### config.mk
export PLATFORM = sky130hd
export DESIGN_NAME = standoff_round_engine
export DESIGN_NICKNAME = d
export VERILOG_FILES = /design/src/rtl/standoff_round_engine.sv
export SDC_FILE = /design/constraint.sdc
export NUM_CORES = 1
export LEC_CHECK = 0
export CORE_AREA = 2 2 84 86
export CTS_BUF_LIST = sky130_fd_sc_hd__clkbuf_8
export DETAILED_ROUTE_END_ITERATION = 10
export DIE_AREA = 0 0 86 88
export HOLD_SLACK_MARGIN = 0.05
export PLACE_DENSITY_LB_ADDON = 0.08
export SKIP_LAST_GASP = 1
export SLEW_MARGIN = 0
export SYNTH_ARGS = -nofsm -noshare
export SYNTH_HDL_FRONTEND = slang
export SYNTH_SLANG_ARGS = --single-unit
### constraint.sdc
create_clock -name clk -period 2 [get_ports clk]
set_input_delay 0.4 -clock clk [delete_from_list [all_inputs] [get_ports clk]]
set_output_delay 0.4 -clock clk [all_outputs]
set_load 0.01 [all_outputs]
### src/rtl/standoff_round_engine.sv
//------------------------------------------------------------------------------
// Module      : standoff_round_engine
// Description : Round controller for the standoff game. Owns both bullet
//               counters, requests a choice from simple_computer, resolves
//               each round and reports the winner.
// Revision    : 1.0 - initial release
//------------------------------------------------------------------------------
`default_nettype none

module standoff_round_engine #(
    parameter int MAX_BULLETS  = 3,
    parameter int COMP_LATENCY = 2,
    parameter int HOLD_CYCLES  = 8,
    parameter int MAX_ROUNDS   = 15
) (
    input  logic       clk,
    input  logic       reset,
    input  logic       p1_valid,
    input  logic [2:0] p1_choice,
    input  logic [2:0] comp_choice,
    output logic       load,
    output logic [1:0] p1_bullet,
    output logic [1:0] comp_bullet,
    output logic [2:0] last_p1,
    output logic [2:0] last_comp,
    output logic       round_done,
    output logic [3:0] round_count,
    output logic [1:0] winner,
    output logic       game_over,
    output logic       busy
);

    typedef enum logic [2:0] {
        S_IDLE    = 3'd0,
        S_REQ     = 3'd1,
        S_WAIT    = 3'd2,
        S_RESOLVE = 3'd3,
        S_HOLD    = 3'd4,
        S_OVER    = 3'd5
    } state_e;

    localparam int             CNT_W       = 16;
    localparam logic [2:0]     C_RELOAD    = 3'd1;
    localparam logic [2:0]     C_SHOOT     = 3'd2;
    localparam logic [2:0]     C_BLOCK     = 3'd3;
    localparam logic [1:0]     C_MAX_B     = 2'(MAX_BULLETS);
    localparam logic [3:0]     C_MAX_R     = 4'(MAX_ROUNDS);
    localparam logic [CNT_W-1:0] C_WAIT_LAST = CNT_W'(COMP_LATENCY - 1);
    localparam logic [CNT_W-1:0] C_HOLD_LAST = CNT_W'(HOLD_CYCLES - 1);

    state_e           state_q, state_d;
    logic [CNT_W-1:0] cnt_q, cnt_d;
    logic [2:0]       p1_act_q, p1_act_d;
    logic [2:0]       comp_act_q, comp_act_d;
    logic [1:0]       p1_bullet_q, p1_bullet_d;
    logic [1:0]       comp_bullet_q, comp_bullet_d;
    logic [2:0]       last_p1_q, last_p1_d;
    logic [2:0]       last_comp_q, last_comp_d;
    logic             round_done_q, round_done_d;
    logic [3:0]       round_count_q, round_count_d;
    logic [1:0]       winner_q, winner_d;

    logic [2:0]       w_p_eff;
    logic [2:0]       w_c_eff;
    logic             w_p_hit;
    logic             w_c_hit;
    logic [3:0]       w_round_inc;

    // Illegal codes become BLOCK; a shot with an empty gun also becomes BLOCK.
    function automatic logic [2:0] effective_action(input logic [2:0] act,
                                                    input logic [1:0] bullets);
        if (act == C_RELOAD)
            return C_RELOAD;
        if (act == C_SHOOT && bullets != 2'd0)
            return C_SHOOT;
        return C_BLOCK;
    endfunction

    assign w_p_eff     = effective_action(p1_act_q, p1_bullet_q);
    assign w_c_eff     = effective_action(comp_act_q, comp_bullet_q);
    assign w_p_hit     = (w_c_eff == C_SHOOT) && (w_p_eff == C_RELOAD);
    assign w_c_hit     = (w_p_eff == C_SHOOT) && (w_c_eff == C_RELOAD);
    assign w_round_inc = (round_count_q == 4'hF) ? round_count_q : round_count_q + 4'd1;

    always_comb begin
        state_d       = state_q;
        cnt_d         = cnt_q;
        p1_act_d      = p1_act_q;
        comp_act_d    = comp_act_q;
        p1_bullet_d   = p1_bullet_q;
        comp_bullet_d = comp_bullet_q;
        last_p1_d     = last_p1_q;
        last_comp_d   = last_comp_q;
        round_done_d  = 1'b0;
        round_count_d = round_count_q;
        winner_d      = winner_q;

        case (state_q)
            S_IDLE: begin
                if (p1_valid) begin
                    p1_act_d = p1_choice;
                    state_d  = S_REQ;
                end
            end
            S_REQ: begin
                cnt_d   = '0;
                state_d = S_WAIT;
            end
            S_WAIT: begin
                if (cnt_q == C_WAIT_LAST) begin
                    comp_act_d = comp_choice;
                    state_d    = S_RESOLVE;
                end else begin
                    cnt_d = cnt_q + 1'b1;
                end
            end
            S_RESOLVE: begin
                if (w_p_eff == C_RELOAD && p1_bullet_q < C_MAX_B)
                    p1_bullet_d = p1_bullet_q + 2'd1;
                else if (w_p_eff == C_SHOOT)
                    p1_bullet_d = p1_bullet_q - 2'd1;

                if (w_c_eff == C_RELOAD && comp_bullet_q < C_MAX_B)
                    comp_bullet_d = comp_bullet_q + 2'd1;
                else if (w_c_eff == C_SHOOT)
                    comp_bullet_d = comp_bullet_q - 2'd1;

                last_p1_d     = w_p_eff;
                last_comp_d   = w_c_eff;
                round_count_d = w_round_inc;
                round_done_d  = 1'b1;
                cnt_d         = '0;

                if (w_p_hit)
                    winner_d = 2'b10;
                else if (w_c_hit)
                    winner_d = 2'b01;
                else if (w_round_inc == C_MAX_R)
                    winner_d = 2'b11;
                else
                    winner_d = 2'b00;

                state_d = (winner_d != 2'b00) ? S_OVER : S_HOLD;
            end
            S_HOLD: begin
                if (cnt_q == C_HOLD_LAST)
                    state_d = S_IDLE;
                else
                    cnt_d = cnt_q + 1'b1;
            end
            S_OVER: begin
                state_d = S_OVER;
            end
            default: begin
                state_d = S_IDLE;
            end
        endcase
    end

    always_ff @(posedge clk) begin
        if (reset) begin
            state_q       <= S_IDLE;
            cnt_q         <= '0;
            p1_act_q      <= 3'd0;
            comp_act_q    <= 3'd0;
            p1_bullet_q   <= 2'd0;
            comp_bullet_q <= 2'd0;
            last_p1_q     <= 3'd0;
            last_comp_q   <= 3'd0;
            round_done_q  <= 1'b0;
            round_count_q <= 4'd0;
            winner_q      <= 2'b00;
        end else begin
            state_q       <= state_d;
            cnt_q         <= cnt_d;
            p1_act_q      <= p1_act_d;
            comp_act_q    <= comp_act_d;
            p1_bullet_q   <= p1_bullet_d;
            comp_bullet_q <= comp_bullet_d;
            last_p1_q     <= last_p1_d;
            last_comp_q   <= last_comp_d;
            round_done_q  <= round_done_d;
            round_count_q <= round_count_d;
            winner_q      <= winner_d;
        end
    end

    assign load        = (state_q == S_REQ);
    assign busy        = (state_q != S_IDLE);
    assign game_over   = (state_q == S_OVER);
    assign p1_bullet   = p1_bullet_q;
    assign comp_bullet = comp_bullet_q;
    assign last_p1     = last_p1_q;
    assign last_comp   = last_comp_q;
    assign round_done  = round_done_q;
    assign round_count = round_count_q;
    assign winner      = winner_q;

endmodule

`default_nettype wire

* Yosys cells after proc, flatten, opt, wreduce, memory -nomap -nowiden
Index checks and enable logic that the tools add are counted.
** Operators by class
- Magnitude comparators :: 2
- Reductions and logical operators :: 21
- Add/subtract/negate cells :: 6
- Muxes and demuxes :: 32
- Equality and inequality tests :: 22
** Operator list (number)
- $pmux 16 s3 :: 1
- $mux 3 :: 11
- $mux 16 :: 2
- $eq 3x2->1 const B :: 6
- $pmux 3 s6 :: 1
- $add 16x1->16 const B :: 1
- $eq 16x1->1 const B :: 1
- $eq 16x3->1 const B :: 1
- $mux 2 :: 8
- $eq 3x1->1 const B :: 5
- $ne 2x2->1 const B :: 5
- $reduce_bool 2->1 :: 5
- $eq 4x4->1 const B :: 2
- $mux 1 :: 8
- $reduce_and 2->1 :: 4
- $eq 3x3->1 const B :: 2
- $logic_and 1x1->1 :: 6
- $reduce_and 3->1 :: 2
- $reduce_bool 3->1 :: 2
- $add 2x1->2 const B :: 2
- $add 4x1->4 const B :: 1
- $lt 2x2->1 const B :: 2
- $mux 4 :: 1
- $sub 2x1->2 const B :: 2
- 2 further kinds :: 2
** Word-level totals
- Register bits :: 42
- Logic and storage cells :: 94
- Input bits :: 9
- Output and inout port bits :: 20

* Logic depth before layout (Yosys ltp)
Gate-level depths: netlist of run 1.
- Depth in word-level cells :: 14
- Gate-level depth with buffers :: 7
- Gate-level depth less buffers :: 6

* Worst setup path after synthesis of run 1
Ideal clock, no wire load.
- Kind :: reg2reg
- From :: register cnt_q[0]
- To :: register cnt_q[9]
- Cell stages (with the launch flop) :: 7
- Required time :: 1.930 ns
- Period minus slack after synthesis :: 1.646 ns
- Library setup time :: 0.070 ns
- Setup slack :: 0.354 ns
- Buffers on the path :: 0
- Data arrival time :: 1.576 ns
- Cells stage by stage :: dfxtp_1 -> ha_1 -> and2_1 -> o21ai_4 -> o21ai_2 -> or4_1 -> a21oi_1
** Between the ends
- Word-level cells in the longest chain between the ends :: 3
- Elaborated cells on any way between the ends :: 9
- Those cells by class :: add/sub (1); eq/ne (4); mux (3); reduce/logical (1)
** RTL lines
- start, declared :: line 52 : logic [CNT_W-1:0] cnt_q, cnt_d;
- start signal, assigned :: line 175 : cnt_q <= cnt_d;
- $add 16x1->16, or another cell as far along :: line 114, 149
- $mux 16, or another cell as far along :: line 146 : if (cnt_q == C_HOLD_LAST)
- $pmux 16 s3 / $reduce_and 3->1 (equally long branches)
Parallel ways exist; a longest one is shown, timed or not. The select of a mux whose other input is x is not followed.
A chain may end at the register's enable or synchronous reset.

* Final worst setup path of run 1
- From :: register state_q[0]
- To :: output load
** Between the ends
- Word-level cells in the longest chain between the ends :: 1
** RTL lines
- start, declared :: line 51 : state_e state_q, state_d;
- start signal, assigned :: line 174 : state_q <= state_d;
- $eq 3x1->1 :: line 188 : assign load = (state_q == S_REQ);
- end, declared :: line 21 : output logic load,
Every way passes these cells.

==> impl_metrics.py, run 1 <==
metrics = {
    "setup_path": {
        "crit_required_ps": 1600,
        "crit_type": "register to output pin",
        "crit_chain": "nor2b_1 -> and2_1 -> clkdlybuf4s50_1",
        "max_stage_delay_ps": 530,
        "startpoint_type": "register",
        "crit_arrival_ps": 1530,
        "cp_max_fo": 8,
        "cp_slowest_cell": "clkdlybuf4s50_1",
        "cp-end-kind": "output pin",
    },
    "synth": {
        "ys_types": 46,
        "synth_top_area_cell": "dfxtp_1",
        "synthTopCellsByArea": "dfxtp_1 (41%), nor2_1 (7.6%), xor2_1 (4.5%)",
        "netlist_area_um2": 1930,
        "avgSynthCellArea_um2": 8.40,
        "yosys_warnings": 0,
        "synthFlopType": "dfxtp_1",
        "synth-seq-cells": 40,
        "synth_top_area_share_pct": 41.4,
        "yosysSeqAreaShare_pct": 41.4,
        "synth-edff-count": 0,
        "async_flop_share_pct": 0,
        "syn_inst": 230,
    },
    "place": {
        "portBuffers": 26,
        "post_dp_cell_area_um2": 2320,
        "place.gp.congestion": 0.714,
        "place_ws_ps": 197,
        "dpl.hpwl_mm": 3.31,
        "dp.cells": 335,
    },
    "clock_network": {
        "h-tree-depth": 2,
        "clock-sinks": 40,
        "tritoncts": "done",
        "cts_root_buf": "clkbuf_8",
        "numCtsBuffers": 5,
        "clk_latency_ps": 300,
        "cts_buffer_depth": 2,
        "path_clk_slew_ps": 80,
    },
    "floorplan": {
        "num_rows": 30,
        "io-pin-count": 29,
        "die_y_um": 88,
        "die_area_um2": 7570,
        "core_um2": 6640,
        "die_x_um": 86,
        "start_util_pct": 29.1,
    },
    "sta": {
        "rsz0062_at_grt": "yes",
        "drv_slew": 0,
        "setup_ws_ps": 74.3,
        "worst_hold_slack_ps": 462,
        "fin_crit_ps": 1930,
        "hold_viol": 0,
        "setup_viol": 0,
        "fin_skew_ps": 6.49,
        "max_freq_ghz": 0.519,
        "finalCritPeriodShare_pct": 96.3,
    },
    "pwr": {
        "vdd_drop_max_uv": 377,
        "cellPowerDensity_nw_per_um2": 888,
        "power.leakage_nw": 0.847,
    },
    "run": {
        "max-cap-violations": 0,
    },
    "global_routing": {
        "grt_pass1_wl_mm": 8.02,
        "antenna_found_initial": 0,
        "grtUsageTotal_pct": 13.5,
        "grt_pass1_vias": 1644,
        "grt_max_degree": 25,
        "grt.overflow.total": 0,
    },
    "route": {
        "post_drt_via_cell_ratio": 4.94,
        "drtIter0Drc": 61,
        "ant_nets": 0,
        "routed_wl_mm": 4.70,
        "routed-via-count": 1694,
        "wire_per_inst_um": 13.7,
        "drc": 0,
        "drtPass1Iterations": 4,
    },
    "cells_and_area": {
        "final_layout_size_suffix_gt1_share_pct": 11.4,
        "fin_cells": 343,
        "area_growth_pct": 25.9,
        "nets": 274,
        "diodes": 0,
        "design_area_um2": 2430,
    },
    "status": {
        "outcome": "finished clean",
    },
    "hold_path": {
        "hp-class": "register to register",
    },
}
==> registers in the layout (all words and copies together) (netlist names), 2 cells and up <==
name,flops
comp_act_q,3
round_count,4
comp_bullet,2
p1_bullet,2
winner,2
p1_act_q,3
last_comp,2
state_q,3
last_p1,2
cnt_q,16
==> routing by layer <==
metal  vias up  part of all wire, %  global-route usage (%)
li1        879                    -                       -
met1       787                   51                    18.9
met2        24                   45                    19.9
met3         4                  3.3                    3.68
met4         0                 0.92                    5.05
met5         -                    0                       0
==> metrics by stage <==
step                      util (%)  power [mW]  setup TNS (ps)
after global placement        34.9        1.51               0
after CTS                     36.6        2.18               0
after global routing          36.6        2.30           -22.1
final                         36.6        2.16               0
after floorplan                  -        1.31               0
after detailed placement      34.9        1.51               0
==> synthesized netlist by cell type, types with 2 or more instances <==
cell type  number
a21oi_1        17
a311oi_1        2
a31oi_1         3
and2_1          3
and3_1          3
buf_2           2
buf_4           2
clkbuf_1        7
dfxtp_1        40
ha_1            3
inv_1           5
mux2i_1         5
nand2_1        11
nand2b_1        4
nand3_1         4
nand4_1         8
nor2_1         39
nor3_1          8
nor4_1          2
o2111ai_1       4
o211ai_1        6
o21ai_0         9
o31ai_1         3
or3_1           5
or4_1           3
xnor2_1         3
xor2_1         10
==> final cells by class <==
class | count | area, µm²
tap | 80 | 100
fill | 726 | 4210
sequential | 40 | 806
timing repair buffer | 36 | 337
clock inverter | 3 | 42.5
clock buffer | 5 | 68.8
inverter | 6 | 22.5
multi-input combinational | 173 | 1060
==> worst paths after layout <==
kind,from,endpoint,slack (ps),cells after the start
max,state_q[0],load,70,3
min,winner[0],winner[0],460,2
max reg2reg,cnt_q[0],cnt_q[9],190,6
min reg2reg,winner[0],winner[0],460,2
==> layout by cell type (no fill, tap or decap), types with 4 or more instances in the layout <==
cell             instances
a21oi_1                 17
buf_4                   10
clkbuf_8                 5
clkdlybuf4s50_1         24
dfxtp_1                 38
inv_1                    5
mux2i_1                  5
nand2_1                 11
nand2b_1                 4
nand3_1                  4
nand4_1                  8
nor2_1                  39
nor3_1                   8
o2111ai_1                4
o211ai_1                 6
o21ai_0                  9
or3_1                    5
xor2_1                  10
==> worst max-delay path: cells and delay by family, from the launching register on <==
kind / cells / cell delay [ps]
and+or+nand+nor: 2 / 320
DFF: 1 / 390
buffers and inverters: 1 / 530
==> what timing repair did <==
item	in CTS	in global routing
hold buffers	0	0
pin swaps	0	0
buffers inserted	0	0
gates resized for setup	3	2
setup endpoints to repair	3	2
gates cloned	0	0
==> power breakdown <==
part	total (mW)	internal, mW	switching [mW]
sequential	0.936	0.860	0.0759
clock	0.674	0.370	0.304
combinational	0.551	0.246	0.305
total	2.16	1.48	0.685
==> kinds of logic (layout without fill, tap and decap cells) <==
family,Yosys count,count (layout),share of synthesized area (%)
adders and majority gates,3,3,1.94
AOI/OAI and AO/OA,53,53,18.4
other,1,2,0.194
and+or+nand+nor,96,96,24.6
xor gates and xnor gates,14,14,6.73
DFF,40,40,41.4
buffers and inverters,18,50,4.08
muxes,5,5,2.59
(Power assumes the default switching activity.)
==> inputs of run 2 (changes only) <==
- GPL_TIMING_DRIVEN: unset -> 0
- SETUP_SLACK_MARGIN: unset -> 0.4
==> run 2 against run 1 <==
Global-route usage grew 0.28 points. Highest routed layer unchanged. Non-clock buffer count increased by 18. Clock power decreased by 17%. Maximum frequency grew 17%. Total power is 5.6% higher. Utilization grew 6.0 points. Worst hold slack got worse by 11 ps. Combinational power rose by 38%. Count of clock-buffer cells in the layout rose by 1. Sequential share of layout area down 3.1 points.
==> impl_metrics.py, run 2 (synthesis gave the netlist of run 1 again) <==
metrics = {
    "route": {
        "drtIter0Drc": 53,
        "wire_per_inst_um": 14.0,
        "m1WireLength_mm": 2.32,
        "routed-wl-met3_um": 184,
        "drc": 0,
        "routed_wl_mm": 5.07,
        "ant_nets": 0,
        "routed-via-count": 1825,
        "post_drt_via_cell_ratio": 5.06,
        "drtPass1Iterations": 4,
        "highest_layer": "met4",
        "wl_met2_mm": 2.51,
    },
    "sta": {
        "max_freq_ghz": 0.608,
        "worst_pin_slew_ps": 545,
        "hold_viol": 0,
        "fin_skew_ps": 7.78,
        "fin_crit_ps": 1650,
        "setup_tns_ps": 0,
        "setup_viol": 0,
        "rsz0062_at_grt": "yes",
        "finalCritPeriodShare_pct": 82.3,
        "drv_slew": 0,
        "worst_hold_slack_ps": 452,
        "relSlewSlack_pct": 63.7,
    },
    "cells_and_area": {
        "diodes": 0,
        "final_common_cell": "nor2_1",
        "area_growth_pct": 46.6,
        "nets": 292,
        "final_layout_size_suffix_gt1_share_pct": 34.9,
        "top_register": "cnt_q",
        "utilization_pct": 42.7,
        "final_cell_mix": "nor2_1 (36), dfxtp_1 (18), buf_4 (17), a21oi_1 (13), dfxtp_2 (13)",
        "largest_reg_flops": 16,
        "fin_cells": 361,
    },
    "place": {
        "place.gp.congestion": 0.721,
        "portBuffers": 26,
        "dp.cells": 337,
        "dpl.hpwl_mm": 3.36,
    },
    "setup_path": {
        "crit_arrival_ps": 1840,
        "startpoint_type": "register",
        "r2r_cells": 6,
        "cp_slowest_cell": "dfxtp_4",
        "max_stage_delay_ps": 370,
        "crit_type": "register to register",
        "crit_chain": "nor4_4 -> nand4_1 -> buf_6 -> clkbuf_8 -> o21a_1 -> a311oi_2",
        "r2r_slack_ps": 350,
        "crit_required_ps": 2200,
        "cp-end-kind": "register",
        "cp_max_fo": 6,
    },
    "clock_network": {
        "clk_latency_ps": 290,
        "cts_buffer_depth": 2,
        "tritoncts": "done",
        "numCtsBuffers": 5,
        "path_clk_slew_ps": 80,
        "clock-sinks": 40,
        "cts_root_buf": "clkbuf_8",
        "ctsHoldBuffers": 0,
        "h-tree-depth": 2,
    },
    "hold_path": {
        "min_path_cells": 2,
        "hp-class": "input pin to register",
    },
    "global_routing": {
        "grt_pass1_vias": 1722,
        "grt_max_degree": 13,
        "antenna_found_initial": 0,
        "grt.overflow.total": 0,
        "grt_pass1_wl_mm": 8.31,
        "grtUsageTotal_pct": 13.8,
    },
    "pwr": {
        "vdd_drop_max_uv": 473,
        "power.leakage_nw": 1.09,
        "p_total_mw": 2.28,
        "cellPowerDensity_nw_per_um2": 805,
    },
    "floorplan": {
        "num_rows": 30,
        "die_area_um2": 7570,
        "die_x_um": 86,
        "die_y_um": 88,
        "core_um2": 6640,
        "start_util_pct": 29.1,
        "io-pin-count": 29,
    },
    "status": {
        "outcome": "finished clean",
    },
    "run": {
        "max-cap-violations": 0,
    },
}
## run 2: cell count changes in the layout (fill, tap and decap cells not counted), sizes merged, moves of 5 or more
cell,change
buf,+15
clkbuf,+7
clkdlybuf4s50,-15
dlygate4sd2,+7
dlymetal6s2s,+5
## run 2: repair_timing
action,4_1_cts,5_1_grt
gates cloned,2,0
pin swaps,13,23
resized for setup,65,53
buffers inserted,4,10
setup endpoints to repair,45,35
## run 2: final cells by class
type	count	area [µm²]
tap	80	100
buffer	12	92.6
sequential	40	851
timing repair buffer	42	390
multi-input combinational	173	1280
clock inverter	2	10.0
clock buffer	6	82.6
fill	669	3810
inverter	6	25.0
## run 2: critical path: cells and delay by family, from the launching register on
kind	cells	cell delay, ps
AOI/OAI and AO/OA	2	480
and+or+nand+nor	2	390
buffers and inverters	2	310
DFF	1	370
## run 2: stage by stage
step	worst slack [ps]	area, µm²
finish	354	2830
global route	266	2830
CTS	286	2590
detailed placement	-146	2320
floorplan	397	1960
global placement	-229	2320
## run 2: power by group
part | total [mW] | switching [mW] | internal [mW]
clock network | 0.560 | 0.285 | 0.276
logic | 0.761 | 0.391 | 0.370
registers | 0.959 | 0.0892 | 0.870
## run 2: final timing paths
path | from | endpoint
hold reg to reg | winner[0] | winner[0]
hold / removal | reset | p1_bullet[0]
setup reg to reg | cnt_q[7] | cnt_q[1]
setup / recovery | cnt_q[7] | cnt_q[1]
## run 2: routing by layer
metal | global-route usage, % | up-vias
met5 | 0 | -
met4 | 3.03 | 0
met3 | 3.30 | 5
met2 | 24.6 | 26
met1 | 16.9 | 869
li1 | - | 925
